`src/rtl/filter_sample_driver_if.sv`:
```
// Sample/filter/result handshake bundle for filter_sample_driver.
// master is the driver side; slave is the source/filter/sink side.
interface filter_sample_driver_if #(
  parameter int DW = 32
);
  logic [DW-1:0] in_data;
  logic          in_valid;
  logic          in_ready;
  logic          flt_ready;
  logic          flt_valid;
  logic [DW-1:0] flt_y;
  logic          flt_start;
  logic [DW-1:0] flt_x;
  logic [DW-1:0] out_data;
  logic          out_valid;
  logic          out_ready;

  modport master (
    input  in_data, in_valid, flt_ready, flt_valid, flt_y, out_ready,
    output in_ready, flt_start, flt_x, out_data, out_valid
  );

  modport slave (
    output in_data, in_valid, flt_ready, flt_valid, flt_y, out_ready,
    input  in_ready, flt_start, flt_x, out_data, out_valid
  );
endinterface

```
`src/rtl/filter_sample_driver.sv`:
```
// Buffers upstream samples in a FIFO, issues them one at a time to the FIR core,
// and holds each result on a valid/ready output with a watchdog on the core.
module filter_sample_driver #(
  parameter int DW      = 32,
  parameter int DEPTH   = 8,
  parameter int AW      = 3,
  parameter int TIMEOUT = 255
) (
  input  logic                   clk,
  input  logic                   rst,
  filter_sample_driver_if.master bus,
  output logic                   busy,
  output logic [15:0]            result_cnt,
  output logic                   timeout_err
);
  localparam int WW = $clog2(TIMEOUT + 1);

  typedef enum logic [1:0] {IDLE, ISSUE, WAIT_RES} state_e;

  state_e        state_q;
  logic [DW-1:0] mem_q [DEPTH];
  logic [AW-1:0] wr_ptr_q, rd_ptr_q;
  logic [AW:0]   count_q, count_d;
  logic          full, empty, push, pop;
  logic          valid_q, result_edge;
  logic [WW-1:0] wd_q, wd_d;
  logic          flt_start_q;
  logic [DW-1:0] flt_x_q, out_data_q;
  logic          out_valid_q;
  logic [15:0]   result_cnt_q;
  logic          timeout_err_q;

  assign full        = (count_q == (AW+1)'(DEPTH));
  assign empty       = (count_q == '0);
  assign push        = bus.in_valid && !full;
  assign pop         = (state_q == IDLE) && !empty && bus.flt_ready && !out_valid_q;
  assign result_edge = bus.flt_valid && !valid_q;
  assign wd_d        = wd_q + 1'b1;

  always_comb begin
    count_d = count_q;
    if (push && !pop)
      count_d = count_q + 1'b1;
    else if (!push && pop)
      count_d = count_q - 1'b1;
  end

  // Storage is left unreset; only the pointers and count define what is valid.
  always_ff @(posedge clk) begin
    if (push)
      mem_q[wr_ptr_q] <= bus.in_data;
  end

  always_ff @(posedge clk) begin
    if (rst) begin
      wr_ptr_q <= '0;
      rd_ptr_q <= '0;
      count_q  <= '0;
    end else begin
      if (push)
        wr_ptr_q <= wr_ptr_q + 1'b1;
      if (pop)
        rd_ptr_q <= rd_ptr_q + 1'b1;
      count_q <= count_d;
    end
  end

  // The head is popped and latched into flt_x on the edge entering ISSUE,
  // so flt_start and flt_x are both registered and valid throughout ISSUE.
  always_ff @(posedge clk) begin
    if (rst) begin
      state_q       <= IDLE;
      flt_start_q   <= 1'b0;
      flt_x_q       <= '0;
      wd_q          <= '0;
      valid_q       <= 1'b0;
      out_data_q    <= '0;
      out_valid_q   <= 1'b0;
      result_cnt_q  <= '0;
      timeout_err_q <= 1'b0;
    end else begin
      valid_q <= bus.flt_valid;
      if (out_valid_q && bus.out_ready)
        out_valid_q <= 1'b0;
      case (state_q)
        IDLE: begin
          if (pop) begin
            state_q     <= ISSUE;
            flt_start_q <= 1'b1;
            flt_x_q     <= mem_q[rd_ptr_q];
          end
        end
        ISSUE: begin
          flt_start_q <= 1'b0;
          wd_q        <= '0;
          state_q     <= WAIT_RES;
        end
        WAIT_RES: begin
          wd_q <= wd_d;
          // Only a fresh rising edge counts; a level left over from the previous result is ignored.
          if (result_edge) begin
            out_data_q   <= bus.flt_y;
            out_valid_q  <= 1'b1;
            result_cnt_q <= result_cnt_q + 1'b1;
            state_q      <= IDLE;
          end else if (wd_d == WW'(TIMEOUT)) begin
            timeout_err_q <= 1'b1;
            state_q       <= IDLE;
          end
        end
        default: state_q <= IDLE;
      endcase
    end
  end

  assign bus.in_ready  = !full;
  assign bus.flt_start = flt_start_q;
  assign bus.flt_x     = flt_x_q;
  assign bus.out_data  = out_data_q;
  assign bus.out_valid = out_valid_q;
  assign busy          = (state_q != IDLE);
  assign result_cnt    = result_cnt_q;
  assign timeout_err   = timeout_err_q;
endmodule

```
`src/flat_wrapper.sv`:
```
// flat-port wrapper written by rule: the top's interface ports become plain ports
module filter_sample_driver_flat 
#(
  parameter int DW      = 32,
  parameter int DEPTH   = 8,
  parameter int AW      = 3,
  parameter int TIMEOUT = 255
)
  (clk, rst, busy, result_cnt, timeout_err, bus_in_data, bus_in_valid, bus_flt_ready, bus_flt_valid, bus_flt_y, bus_out_ready, bus_in_ready, bus_flt_start, bus_flt_x, bus_out_data, bus_out_valid);
  filter_sample_driver_if #(.DW(DW)) bus_i ();
  input  logic clk;
  input  logic rst;
  output logic busy;
  output logic [15:0] result_cnt;
  output logic timeout_err;
  input wire logic [$bits(bus_i.in_data)-1:0] bus_in_data;
  input wire logic [$bits(bus_i.in_valid)-1:0] bus_in_valid;
  input wire logic [$bits(bus_i.flt_ready)-1:0] bus_flt_ready;
  input wire logic [$bits(bus_i.flt_valid)-1:0] bus_flt_valid;
  input wire logic [$bits(bus_i.flt_y)-1:0] bus_flt_y;
  input wire logic [$bits(bus_i.out_ready)-1:0] bus_out_ready;
  output wire logic [$bits(bus_i.in_ready)-1:0] bus_in_ready;
  output wire logic [$bits(bus_i.flt_start)-1:0] bus_flt_start;
  output wire logic [$bits(bus_i.flt_x)-1:0] bus_flt_x;
  output wire logic [$bits(bus_i.out_data)-1:0] bus_out_data;
  output wire logic [$bits(bus_i.out_valid)-1:0] bus_out_valid;
  assign bus_i.in_data = bus_in_data;
  assign bus_i.in_valid = bus_in_valid;
  assign bus_i.flt_ready = bus_flt_ready;
  assign bus_i.flt_valid = bus_flt_valid;
  assign bus_i.flt_y = bus_flt_y;
  assign bus_i.out_ready = bus_out_ready;
  assign bus_in_ready = bus_i.in_ready;
  assign bus_flt_start = bus_i.flt_start;
  assign bus_flt_x = bus_i.flt_x;
  assign bus_out_data = bus_i.out_data;
  assign bus_out_valid = bus_i.out_valid;
  filter_sample_driver #(.DW(DW), .DEPTH(DEPTH), .AW(AW), .TIMEOUT(TIMEOUT)) u_core (.clk(clk), .rst(rst), .bus(bus_i), .busy(busy), .result_cnt(result_cnt), .timeout_err(timeout_err));
endmodule
```
`config.mk`:
```
export PLATFORM = sky130hd
export DESIGN_NAME = filter_sample_driver_flat
export DESIGN_NICKNAME = d
export VERILOG_FILES = /design/src/rtl/filter_sample_driver_if.sv /design/src/rtl/filter_sample_driver.sv /design/src/flat_wrapper.sv
export SDC_FILE = /design/constraint.sdc
export NUM_CORES = 1
export LEC_CHECK = 0
export CAP_MARGIN = 20
export CORE_MARGIN = 3
export CORE_UTILIZATION = 50
export CTS_BUF_LIST = sky130_fd_sc_hd__clkbuf_8 sky130_fd_sc_hd__clkbuf_16
export DETAILED_ROUTE_END_ITERATION = 10
export GPL_TIMING_DRIVEN = 0
export PLACE_DENSITY = 0.75
export REMOVE_ABC_BUFFERS = 1
export SLEW_MARGIN = 20
export SYNTH_ARGS = -nofsm -noshare
export SYNTH_HDL_FRONTEND = slang
export SYNTH_SLANG_ARGS = --single-unit
```
`constraint.sdc`:
```
create_clock -name clk -period 3.57 [get_ports clk]
set_input_delay 0.357 -clock clk [delete_from_list [all_inputs] [get_ports clk]]
set_output_delay 0.357 -clock clk [all_outputs]
set_load 0.02 [all_outputs]
```
# Yosys cells after proc, flatten, opt, wreduce, memory -nomap -nowiden
# Memories as Yosys holds them, arrays and structs flattened. A register that Yosys moved wholly into a read port is not among the register bits.
# Index checks and enable logic that the tools add are counted.
[op_classes]
n_addsub = 6
eq_ne = 6
mux = 14
n_bitwise = 1
reduce_logical = 25
[ops]
columns = ["op", "count"]
rows = [
  ["$add 16x1->16 const B", 1],
  ["$pmux 8 s2", 1],
  ["$add 8x1->8 const B", 1],
  ["$eq 8x8->1 const B", 1],
  ["$logic_and 1x1->1", 8],
  ["$mux 4", 2],
  ["$reduce_and 2->1", 4],
  ["$reduce_bool 2->1", 4],
  ["$add 3x1->3 const B", 2],
  ["$logic_not 1->1", 6],
  ["$mux 1", 6],
  ["$mux 2", 3],
  ["$pmux 2 s3", 1],
  ["$add 4x1->4 const B", 1],
  ["$eq 4x4->1 const B", 1],
  ["$logic_not 4->1", 1],
  ["$sub 4x1->4 const B", 1],
  ["$ne 3x1->1 const B", 1],
  ["$reduce_and 3->1", 1],
  ["$eq 2x1->1 const B", 1],
  ["$eq 2x2->1 const B", 1],
  ["$logic_not 2->1", 1],
  ["$ne 2x1->1 const B", 1],
  ["$pmux 1 s2", 1],
  ["$not 1->1", 1],
]
[word_totals]
reg_bits = 72
mem_bits_rw = 256
in_bits = 70
n_memories = 1
[mem_list]
columns = ["memory", "words", "width", "read_ports", "rd_clocked_by_memory_dff", "wr", "line_no", "rtl"]
rows = [
  ["u_core.mem_q", 8, 32, 1, 1, 1, "filter_sample_driver.sv:21", "logic [DW-1:0] mem_q [DEPTH];"],
]

# Depth between registers and ports, before layout
# Gate-level depths: netlist of the first run.
[depth]
ltp_word = 8
depth_mapped = 15
mapped_depth_nobuf = 13

# Worst setup path after synthesis of the first run
# OpenSTA, ideal clock, no wires.
[synth_path]
kind = "register -> register"
start = "register u_core.count_q[0]"
end = "memory u_core.mem_q[0][0], enable pin"
setup_ps = 461
arrival_time_ps = 3246
required_time_ps = 3109
path_slack_ps = -137
stages_incl_launch_ff = 5
path_buffers = 0
cell_sequence = "dfxtp_1 > nor3_1 > a21boi_1 > nand2b_1 > nor3_1"
[synth_via]
elab_chain_len = 5
[synth_lines]
columns = ["element", "line_no", "rtl"]
rows = [
  ["start, declared", "filter_sample_driver.sv:23", "logic [AW:0] count_q, count_d;"],
  ["start signal, assigned", "filter_sample_driver.sv:64", "count_q <= count_d;"],
  ["$eq 4x4->1", "filter_sample_driver.sv:33", "assign full = (count_q == (AW+1)'(DEPTH));"],
  ["$logic_not 1->1", "filter_sample_driver.sv:35", "assign push = bus.in_valid && !full;"],
  ["$logic_and 1x1->1", "filter_sample_driver.sv:35", ""],
  ["named net u_core.push", "filter_sample_driver.sv:24", "logic full, empty, push, pop;"],
  ["$mux 1", "filter_sample_driver.sv:50", "if (push)"],
  ["$mux 1 (not written as such)", "filter_sample_driver.sv:51", "mem_q[wr_ptr_q] <= bus.in_data;"],
  ["end, declared", "filter_sample_driver.sv:21", ""],
]
# The timed path passes the listed nets, and every way through them passes these cells.

# Worst setup path after layout of the first run
[layout_path]
start = "register u_core.state_q[0]"
end = "register u_core.count_q[3]"
[layout_via]
elab_chain_len = 7
[layout_lines]
columns = ["element", "line_no", "rtl"]
rows = [
  ["start, declared", "filter_sample_driver.sv:20", "state_e state_q;"],
  ["start signal, assigned", "filter_sample_driver.sv:72", "state_q <= IDLE;"],
  ["start signal, assigned", "filter_sample_driver.sv:88", "state_q <= ISSUE;"],
  ["start signal, assigned", "filter_sample_driver.sv:96", "state_q <= WAIT_RES;"],
  ["$logic_not 2->1 *", "filter_sample_driver.sv:36", "assign pop = (state_q == IDLE) && !empty && bus.flt_ready && !out_valid_q;"],
  ["$logic_and 1x1->1 * (3 in a row)", "filter_sample_driver.sv:36", ""],
  ["$logic_not 1->1", "filter_sample_driver.sv:42", "if (push && !pop)"],
  ["$logic_and 1x1->1", "filter_sample_driver.sv:42", ""],
  ["$mux 4 / $reduce_bool 2->1 (equally long branches)", "-", ""],
]
# Mark *: on every way between the ends. The rest lies on a longest branch, timed or not.
# A chain may end at the register's enable or synchronous reset.

==> results of run 1 <==
==> state kept, by name, indices dropped and copies added (netlist names) <==
| signal | count |
|---|---|
| u_core.wd_q | 8 |
| u_core.rd_ptr_q | 3 |
| u_core.wr_ptr_q | 3 |
| u_core.result_cnt | 16 |
| u_core.bus.flt_start | 1 |
| u_core.bus.flt_x | 32 |
| u_core.count_q | 4 |
| u_core.bus.out_valid | 1 |
| u_core.timeout_err | 1 |
| u_core.mem_q | 256 |
| u_core.state_q | 2 |
| u_core.bus.out_data | 32 |
| u_core.valid_q | 1 |
==> layout by cell type, fill, tap and decap left out, drive strengths merged, types with 22 or more instances in the layout <==
cell type	instances
edfxtp	256
nor2	77
buf	22
a21oi	48
clkdlybuf4s50	153
dfxtp	104
mux4	64
a211oi	33
nand2	82
clkbuf	39
mux2i	37
==> logic make-up (layout without fill, tap and decap cells) <==
| family | Yosys count | in the layout | share of synthesized area |
|---|---|---|---|
| muxes | 101 | 101 | 0.132 |
| other | 0 | 1 | 0 |
| xor gates and xnor gates | 20 | 20 | 0.0128 |
| AOI/OAI and AO/OA | 100 | 100 | 0.0447 |
| DFF | 360 | 360 | 0.711 |
| adders and majority gates | 13 | 13 | 0.0124 |
| buffers and inverters | 56 | 253 | 0.0188 |
| and+or+nand+nor | 208 | 208 | 0.0681 |
==> metal layers <==
layer | up-vias | wire [um] | part of all wire | GRT usage
li1 | 3612 | - | - | -
met1 | 3768 | 11600 | 0.41 | 0.240
met2 | 244 | 14100 | 0.50 | 0.339
met3 | 31 | 1940 | 0.069 | 0.0441
met4 | 0 | 396 | 0.014 | 0.0410
met5 | - | 0 | 0 | 0
==> synth_stat cells (2+ instances only) <==
cell type / n / area share
a211oi_1: 32 / 0.017
a21oi_1: 48 / 0.017
buf_1: 2 / 0.00055
buf_2: 11 / 0.0040
buf_4: 7 / 0.0038
clkbuf_1: 24 / 0.0066
dfxtp_1: 104 / 0.15
edfxtp_1: 256 / 0.56
ha_1: 12 / 0.011
inv_1: 11 / 0.0030
mux2i_1: 37 / 0.027
mux4_2: 64 / 0.10
nand2_1: 82 / 0.022
nand2b_1: 8 / 0.0036
nand3_1: 6 / 0.0022
nand4_1: 5 / 0.0023
nand4_2: 2 / 0.0018
nor2_1: 77 / 0.021
nor2b_1: 2 / 0.00091
nor3_1: 7 / 0.0026
nor4_1: 2 / 0.00091
nor4_2: 2 / 0.0018
o21ai_0: 9 / 0.0033
or2b_1: 3 / 0.0016
or3_1: 4 / 0.0018
xnor2_1: 10 / 0.0064
xor2_1: 10 / 0.0064
==> metrics by stage <==
stage | worst slack (ps) | area [um2] | power (mW) | util
global placement | -3020 | 15500 | 7.67 | 0.575
global route | 295 | 17100 | 11.8 | 0.633
CTS | 533 | 17100 | 11.4 | 0.633
detailed placement | 283 | 15900 | 7.78 | 0.590
floorplan | -837 | 13500 | 6.77 | -
finish | 557 | 17100 | 11.3 | 0.633
==> power groups by stage <==
stage / clock (mW) / combinational [mW] / sequential (mW)
2_1_floorplan: 0 / 1.34 / 5.43
5_1_grt: 3.88 / 2.83 / 5.13
6_report: 3.62 / 2.58 / 5.08
4_1_cts: 3.71 / 2.63 / 5.08
3_5_place_dp: 0 / 2.61 / 5.17
3_3_place_gp: 0 / 2.35 / 5.32
==> critical path, stage by stage (launching register included) <==
cell     delay [ps]
dfxtp_1         320
inv_1           100
ha_1            170
inv_1            80
nor3_4          680
inv_1           100
ha_1            250
inv_1           110
ha_1            240
a21o_1          170
a21oi_1         170
xnor2_1          90
or3_1           300
a21oi_1         140
==> path summary, 6_finish.rpt <==
check | slack, ps | end
worst max-delay path | 560 | u_core.count_q[3]
worst min-delay path | 240 | u_core.result_cnt[15]
worst max register to register | 560 | u_core.count_q[3]
worst min register to register | 450 | u_core.bus.out_data[3]
==> final cells by class <==
type / instances / area, um2
Fill cell: 1935 / 9880
Sequential cell: 360 / 9780
Multi-Input combinational cell: 442 / 3770
Timing Repair Buffer: 175 / 1890
Clock buffer: 39 / 965
Tap cell: 341 / 427
Clock inverter: 28 / 190
Inverter: 11 / 41.3
Antenna cell: 1 / 2.50
==> metrics.yaml, run 1 <==
run_status:
  outcome: "finished clean"
power:
  seqPwrFrac: 0.450
  power_leakage_nw: 5.46
  power.density_nw_per_um2: 661
  p_int_mw: 8.22
  power_switching_mw: 3.06
  ir_drop_v: 0.000616
  power_frac_comb: 0.229
  pwr-share-clk: 0.321
  p_sw_frac: 0.271
worst_setup_path:
  critPathArrivalTime_ps: 3450
  critPathMaxFanout: 19
  r2r-start: "u_core.state_q[0]"
  crit_start: "u_core.state_q[0]"
  crit_type: "register to register"
  cp-end-kind: "register"
  cp.required_ps: 4000
  cp-start-kind: "register"
  reg2reg_depth: 13
min_path:
  whs_path_depth: 2
  min_from: "rst"
  hold_class: "input port to register"
grt:
  grt_first_pass_wirelength_um: 43100
  grtUsageTotal: 0.190
  grt-ovfl-total: 0
  grt_pass1_vias: 7829
  antenna_found_initial: 0
  grt_max_degree: 64
logic_synthesis:
  ys.flop_type: "edfxtp_1"
  ys_ff_latch: 360
  synth_cells: 858
  synth.avg_cell_area_um2: 16.0
  async_reset_ff_frac: 0
  syn_area_um2: 13700
  synth-seq-area-share: 0.711
  yosys_warnings: 0
  synth-edff-count: 256
  ys_types: 48
placed_design:
  dp_hpwl_um: 17800
  port_buffers: 154
  dp_cells: 1329
  gp_congestion: 0.737
floorplan:
  die_w_um: 172
  die_h_um: 172
  io_pins: 155
  core.rowCount: 60
  core_um2: 27000
  start_util: 0.510
  fp.dieArea_um2: 29500
final_layout:
  areaGrowthSynthToFinish_pct: 24.3
  final_cell_count_no_fill: 1397
  fin_nets: 1110
  layout-drive-gt1-share: 0.155
sta:
  maxSlewHeadroom: 0.468
  setup_violations: 0
  whs_ps: 236
  finalClockSkew_ps: 10.2
  drv_slew: 0
  hold_viol: 0
  fin_crit_sh: 0.844
  fin_setup_tns_ps: 0
  fmax_mhz: 332
  period_minus_slack_ps: 3010
  worst_pin_slew_ps: 796
  rsz0062_at_grt: "no"
clocking:
  cts_max_path_buffers: 3
  insertion_delay_ps: 510
  clk_pin_slew_ps: 60
  cts_root_buf: "clkbuf_16"
  postCtsSetupRepairBufs: 0
  numCtsBuffers: 37
  numClockSinks: 360
  h-tree-depth: 2
  cts_tree: "yes"
  hold_buffers: 0
  cts-resized-gates: 0
detailed_routing:
  drt.antenna.violating_nets: 0
  routedWlPerCell_um: 20.1
  drc_errors: 0
  vias: 7655
  routed_wl_um: 28000
  vias_per_cell: 5.48
  drt_iter0_markers: 545
  firstDrtPassIters: 7
run:
  max-cap-violations: 0
(Power assumes the default switching activity.)
==> inputs of run 2 (changes only) <==
==> constraint.sdc (replaced) <==
create_clock -name clk -period 2.7 [get_ports clk]
set_input_delay 0.27 -clock clk [delete_from_list [all_inputs] [get_ports clk]]
set_output_delay 0.27 -clock clk [all_outputs]
set_load 0.02 [all_outputs]
==> metrics.yaml, run 2 (synthesis results as in run 1) <==
floorplan:
  start_util: 0.510
  core.rowCount: 60
  die_h_um: 172
  core_um2: 27000
  die_w_um: 172
  io_pins: 155
  fp.dieArea_um2: 29500
run:
  max-cap-violations: 0
min_path:
  hold_class: "input port to register"
clocking:
  numCtsBuffers: 37
  cts_root_buf: "clkbuf_16"
  insertion_delay_ps: 510
  cts_tree: "yes"
  hold_buffers: 0
  clk_pin_slew_ps: 60
  cts_max_path_buffers: 3
  h-tree-depth: 2
  numClockSinks: 360
power:
  power.density_nw_per_um2: 874
  power_leakage_nw: 5.49
  ir_drop_v: 0.000814
sta:
  period_minus_slack_ps: 2460
  fmax_mhz: 406
  worst_pin_slew_ps: 750
  maxSlewHeadroom: 0.500
  drv_slew: 0
  whs_ps: 149
  rsz0062_at_grt: "no"
  fin_crit_sh: 0.911
  hold_viol: 0
  finalClockSkew_ps: 9.11
  setup_violations: 0
final_layout:
  n_fill_cell: 1930
  largest_reg_flops: 256
  final_cell_count_no_fill: 1405
  areaGrowthSynthToFinish_pct: 24.8
  seq_area_um2: 9780
  multiInputGateArea_um2: 3790
  layout_commonest_cell: "edfxtp_1"
  largest_register: "u_core.mem_q"
  layout-drive-gt1-share: 0.162
  fin_nets: 1118
  layout_common_cells: "edfxtp_1, clkdlybuf4s50_1, dfxtp_1, nand2_1, nor2_1"
worst_setup_path:
  crit_type: "register to register"
  cp-end-kind: "register"
  critPathArrivalTime_ps: 2840
  cp.required_ps: 3080
  cp-start-kind: "register"
  critPathMaxFanout: 38
grt:
  antenna_found_initial: 0
  grt_first_pass_wirelength_um: 43200
  grt_max_degree: 64
  grt_pass1_vias: 7865
  grt-ovfl-total: 0
  grtUsageTotal: 0.191
placed_design:
  dp_cells: 1329
  dp_hpwl_um: 17800
  gp_congestion: 0.737
  port_buffers: 154
detailed_routing:
  drt_iter0_markers: 564
  drc_errors: 0
  drt.antenna.violating_nets: 0
  routedWlPerCell_um: 20.0
  vias_per_cell: 5.48
  vias: 7693
  firstDrtPassIters: 5
  routed_wl_um: 28100
run_status:
  outcome: "finished clean"
==> run 2: cell types whose count changed in the layout (fill, tap and decap cells not counted), sizes merged <==
| cell | change |
|---|---|
| buf | +8 |
==> run 2: final timing paths <==
| path | from | to | slack, ps | cells after the start |
|---|---|---|---|---|
| setup / recovery | u_core.state_q[0] | u_core.result_cnt[15] | 240 | 7 |
| hold / removal | rst | u_core.result_cnt[15] | 150 | 2 |
| setup reg to reg | u_core.state_q[0] | u_core.result_cnt[15] | 240 | 7 |
| hold reg to reg | u_core.bus.out_data[3] | u_core.bus.out_data[3] | 450 | 2 |
==> run 2: what timing repair did <==
action | CTS | global route
resized for setup | 2 | 1
setup buffers | 6 | 2
pin swaps | 2 | 1
endpoints found under the setup margin | 35 | 102
==> run 2: final cells by class <==
class	count	area share
diodes	1	0.000146
clock buffers	39	0.0563
flip-flops and latches	360	0.571
well taps	341	0.0249
inverters	11	0.00241
multi-input cells	442	0.221
clock inverters	28	0.0111
repair buffers	183	0.114
==> run 2: where the power goes <==
part           leakage (nW)  switching (mW)  internal [mW]
Sequential             3.17           0.317           6.40
Clock                 0.588            2.00           2.78
Combinational          1.73            1.74           1.73
Total                  5.49            4.06           10.9
==> run 2: per-stage QoR <==
| stage | setup TNS [ps] | utilization | instance area (um2) | power (mW) | setup slack (ps) |
|---|---|---|---|---|---|
| after floorplan | -132940 | - | 13500 | 8.95 | -1710 |
| final | 0 | 0.636 | 17100 | 15.0 | 239 |
| after CTS | 0 | 0.635 | 17100 | 15.2 | 52.4 |
| after detailed placement | -11870 | 0.590 | 15900 | 10.3 | -500 |
| after global placement | -785560 | 0.575 | 15500 | 10.2 | -3800 |
| after global routing | 0 | 0.636 | 17100 | 15.7 | 19.6 |
==> run 2: per-layer routing <==
| layer | part of all wire | GRT usage | vias to the layer above |
|---|---|---|---|
| met1 | 0.41 | 0.243 | 3787 |
| met5 | 0 | 0 | - |
| met3 | 0.073 | 0.0441 | 30 |
| met4 | 0.013 | 0.0410 | 0 |
| li1 | - | - | 3630 |
| met2 | 0.51 | 0.339 | 246 |
==> run 2: worst max-delay path, cell delays in order (launching register included) <==
cell,delay (ps)
dfxtp_1,320
inv_1,100
ha_1,320
and3b_2,700
nand4_2,350
nor4_2,330
xnor2_1,150
nor2_1,50
==> inputs of run 3 (changes only) <==
--- a/config.mk
+++ b/config.mk
@@ -5,7 +5,7 @@
 export SDC_FILE = /design/constraint.sdc
 export NUM_CORES = 1
 export LEC_CHECK = 0
-export CAP_MARGIN = 20
+export CAP_MARGIN = 40
 export CORE_MARGIN = 3
 export CORE_UTILIZATION = 50
 export CTS_BUF_LIST = sky130_fd_sc_hd__clkbuf_8 sky130_fd_sc_hd__clkbuf_16
==> metrics.yaml, run 3 (synthesis results as in run 1) <==
run_status:
  outcome: "finished clean"
power:
  power_frac_comb: 0.230
  power_leakage_nw: 5.49
  p_sw_frac: 0.270
  pwr-share-clk: 0.325
  seqPwrFrac: 0.445
  fin_total_pwr_mw: 15.1
  power_switching_mw: 4.09
  ir_drop_v: 0.000583
  power.density_nw_per_um2: 881
  p_int_mw: 11.0
sta:
  whs_ps: 145
  setup_violations: 0
  fin_ws_ps: 229
  finalClockSkew_ps: 14.0
  rsz0062_at_grt: "no"
  fin_setup_tns_ps: 0
  period_minus_slack_ps: 2470
  fmax_mhz: 405
  worst_pin_slew_ps: 737
  maxSlewHeadroom: 0.509
  hold_viol: 0
  drv_slew: 0
  fin_crit_sh: 0.915
placed_design:
  gp_congestion: 0.737
  dp_cells: 1329
  dp_hpwl_um: 17800
  pre_cts_ws_ps: -494
  dpl_cell_area_um2: 15900
  port_buffers: 154
worst_setup_path:
  crit_type: "register to register"
  cp.required_ps: 3140
  max_stage_delay_ps: 320
  critPathMaxFanout: 3
  cp-start-kind: "register"
  cp_common_cell: "inv_1"
  r2r-start: "u_core.state_q[0]"
  timing.rr.end: "u_core.count_q[3]"
  cp-end-kind: "register"
  crit_chain: "inv_1 > ha_1 > inv_1 > nor3_4 > inv_1 > ha_1 > inv_1 > ha_1 > a21o_1 > a21oi_1 > xnor2_1 > or3_1 > a21oi_1"
  critPathSlowestCell: "dfxtp_1"
  critPathArrivalTime_ps: 2910
  regToRegSetupSlack_ps: 230
  reg2reg_depth: 13
final_layout:
  fin_util: 0.637
  layout_common_cells: "edfxtp_1, clkdlybuf4s50_1, dfxtp_1, nand2_1, nor2_1"
  diodes: 0
  layout_commonest_cell: "edfxtp_1"
  final_cell_count_no_fill: 1401
  seq_area_um2: 9780
  largest_reg_flops: 256
  areaGrowthSynthToFinish_pct: 24.9
  fin_nets: 1116
  fin_area_um2: 17200
  largest_register: "u_core.mem_q"
  layout-drive-gt1-share: 0.158
  multiInputGateArea_um2: 3790
  n_fill_cell: 1936
clocking:
  clk_pin_slew_ps: 60
  cts_max_path_buffers: 3
  cts_tree: "yes"
  numClockSinks: 360
  insertion_delay_ps: 510
  h-tree-depth: 2
  numCtsBuffers: 37
  cts_root_buf: "clkbuf_16"
floorplan:
  io_pins: 155
  die_h_um: 172
  core.rowCount: 60
  fp.dieArea_um2: 29500
  core_um2: 27000
  start_util: 0.510
  die_w_um: 172
detailed_routing:
  vias_per_cell: 5.51
  routed_wl_um: 28300
  drt_iter0_markers: 593
  drt.antenna.violating_nets: 0
  firstDrtPassIters: 4
  drc_errors: 0
  vias: 7723
  routedWlPerCell_um: 20.2
grt:
  grt_max_degree: 64
  grtUsageTotal: 0.192
  grtUsageMet1: 0.243
  gr-usage-met2: 0.336
  grt-ovfl-total: 0
  grt_first_pass_wirelength_um: 43300
  use_met3: 0.0425
  grt-busiest-layer: "met2"
  antenna_found_initial: 1
  grt_pass1_vias: 7830
min_path:
  hold_class: "input port to register"
  min_from: "rst"
  whs_path_depth: 2
  min_delay_worst_endpoint: "u_core.result_cnt[15]"
run:
  max-cap-violations: 0
## run 3: critical path: cells and delay by family (launching register included)
family,cells,cell delay (ps)
xor+xnor,1,90
flops,1,320
compound gates,3,480
fa+ha+maj,3,630
buf+inv,4,350
simple gates,2,500
## run 3: area by class of cell
class	count	area share
multi-input cells	442	0.221
clock inverters	26	0.0120
repair buffers	181	0.113
clock buffers	40	0.0570
inverters	11	0.00241
well taps	341	0.0249
flip-flops and latches	360	0.570
## run 3: repair_timing
action / 4_1_cts / 5_1_grt
setup endpoints to repair: 35 / 111
buffers inserted: 1 / 5
resized for setup: 2 / 2
hold buffers: 0 / 0
pin swaps: 1 / 1
## run 3: how the worst max path moves through the flow
stage / slack, ps / startpoint / end
after floorplan: -1710 / u_core.state_q[0] / u_core.count_q[3]
after global placement: -3800 / bus_in_valid / u_core.mem_q[0][29]
after detailed placement: -490 / bus_flt_ready / u_core.count_q[3]
after CTS: 0.5 / u_core.count_q[0] / u_core.mem_q[0][28]
after global routing: 30 / u_core.state_q[0] / u_core.count_q[3]
final: 230 / u_core.state_q[0] / u_core.count_q[3]
## run 3: power by group through the flow
stage / clock, mW / sequential [mW] / combinational, mW
detailed placement: 0 / 6.84 / 3.45
global placement: 0 / 7.07 / 3.16
CTS: 5.02 / 6.73 / 3.49
global route: 5.22 / 6.78 / 3.81
finish: 4.91 / 6.73 / 3.48
floorplan: 0 / 7.18 / 1.77
## run 3: metal layers
layer / routed length, um / vias up
met5: 13 / -
met4: 574 / 2
met2: 14200 / 251
li1: - / 3617
met3: 2020 / 54
met1: 11500 / 3799
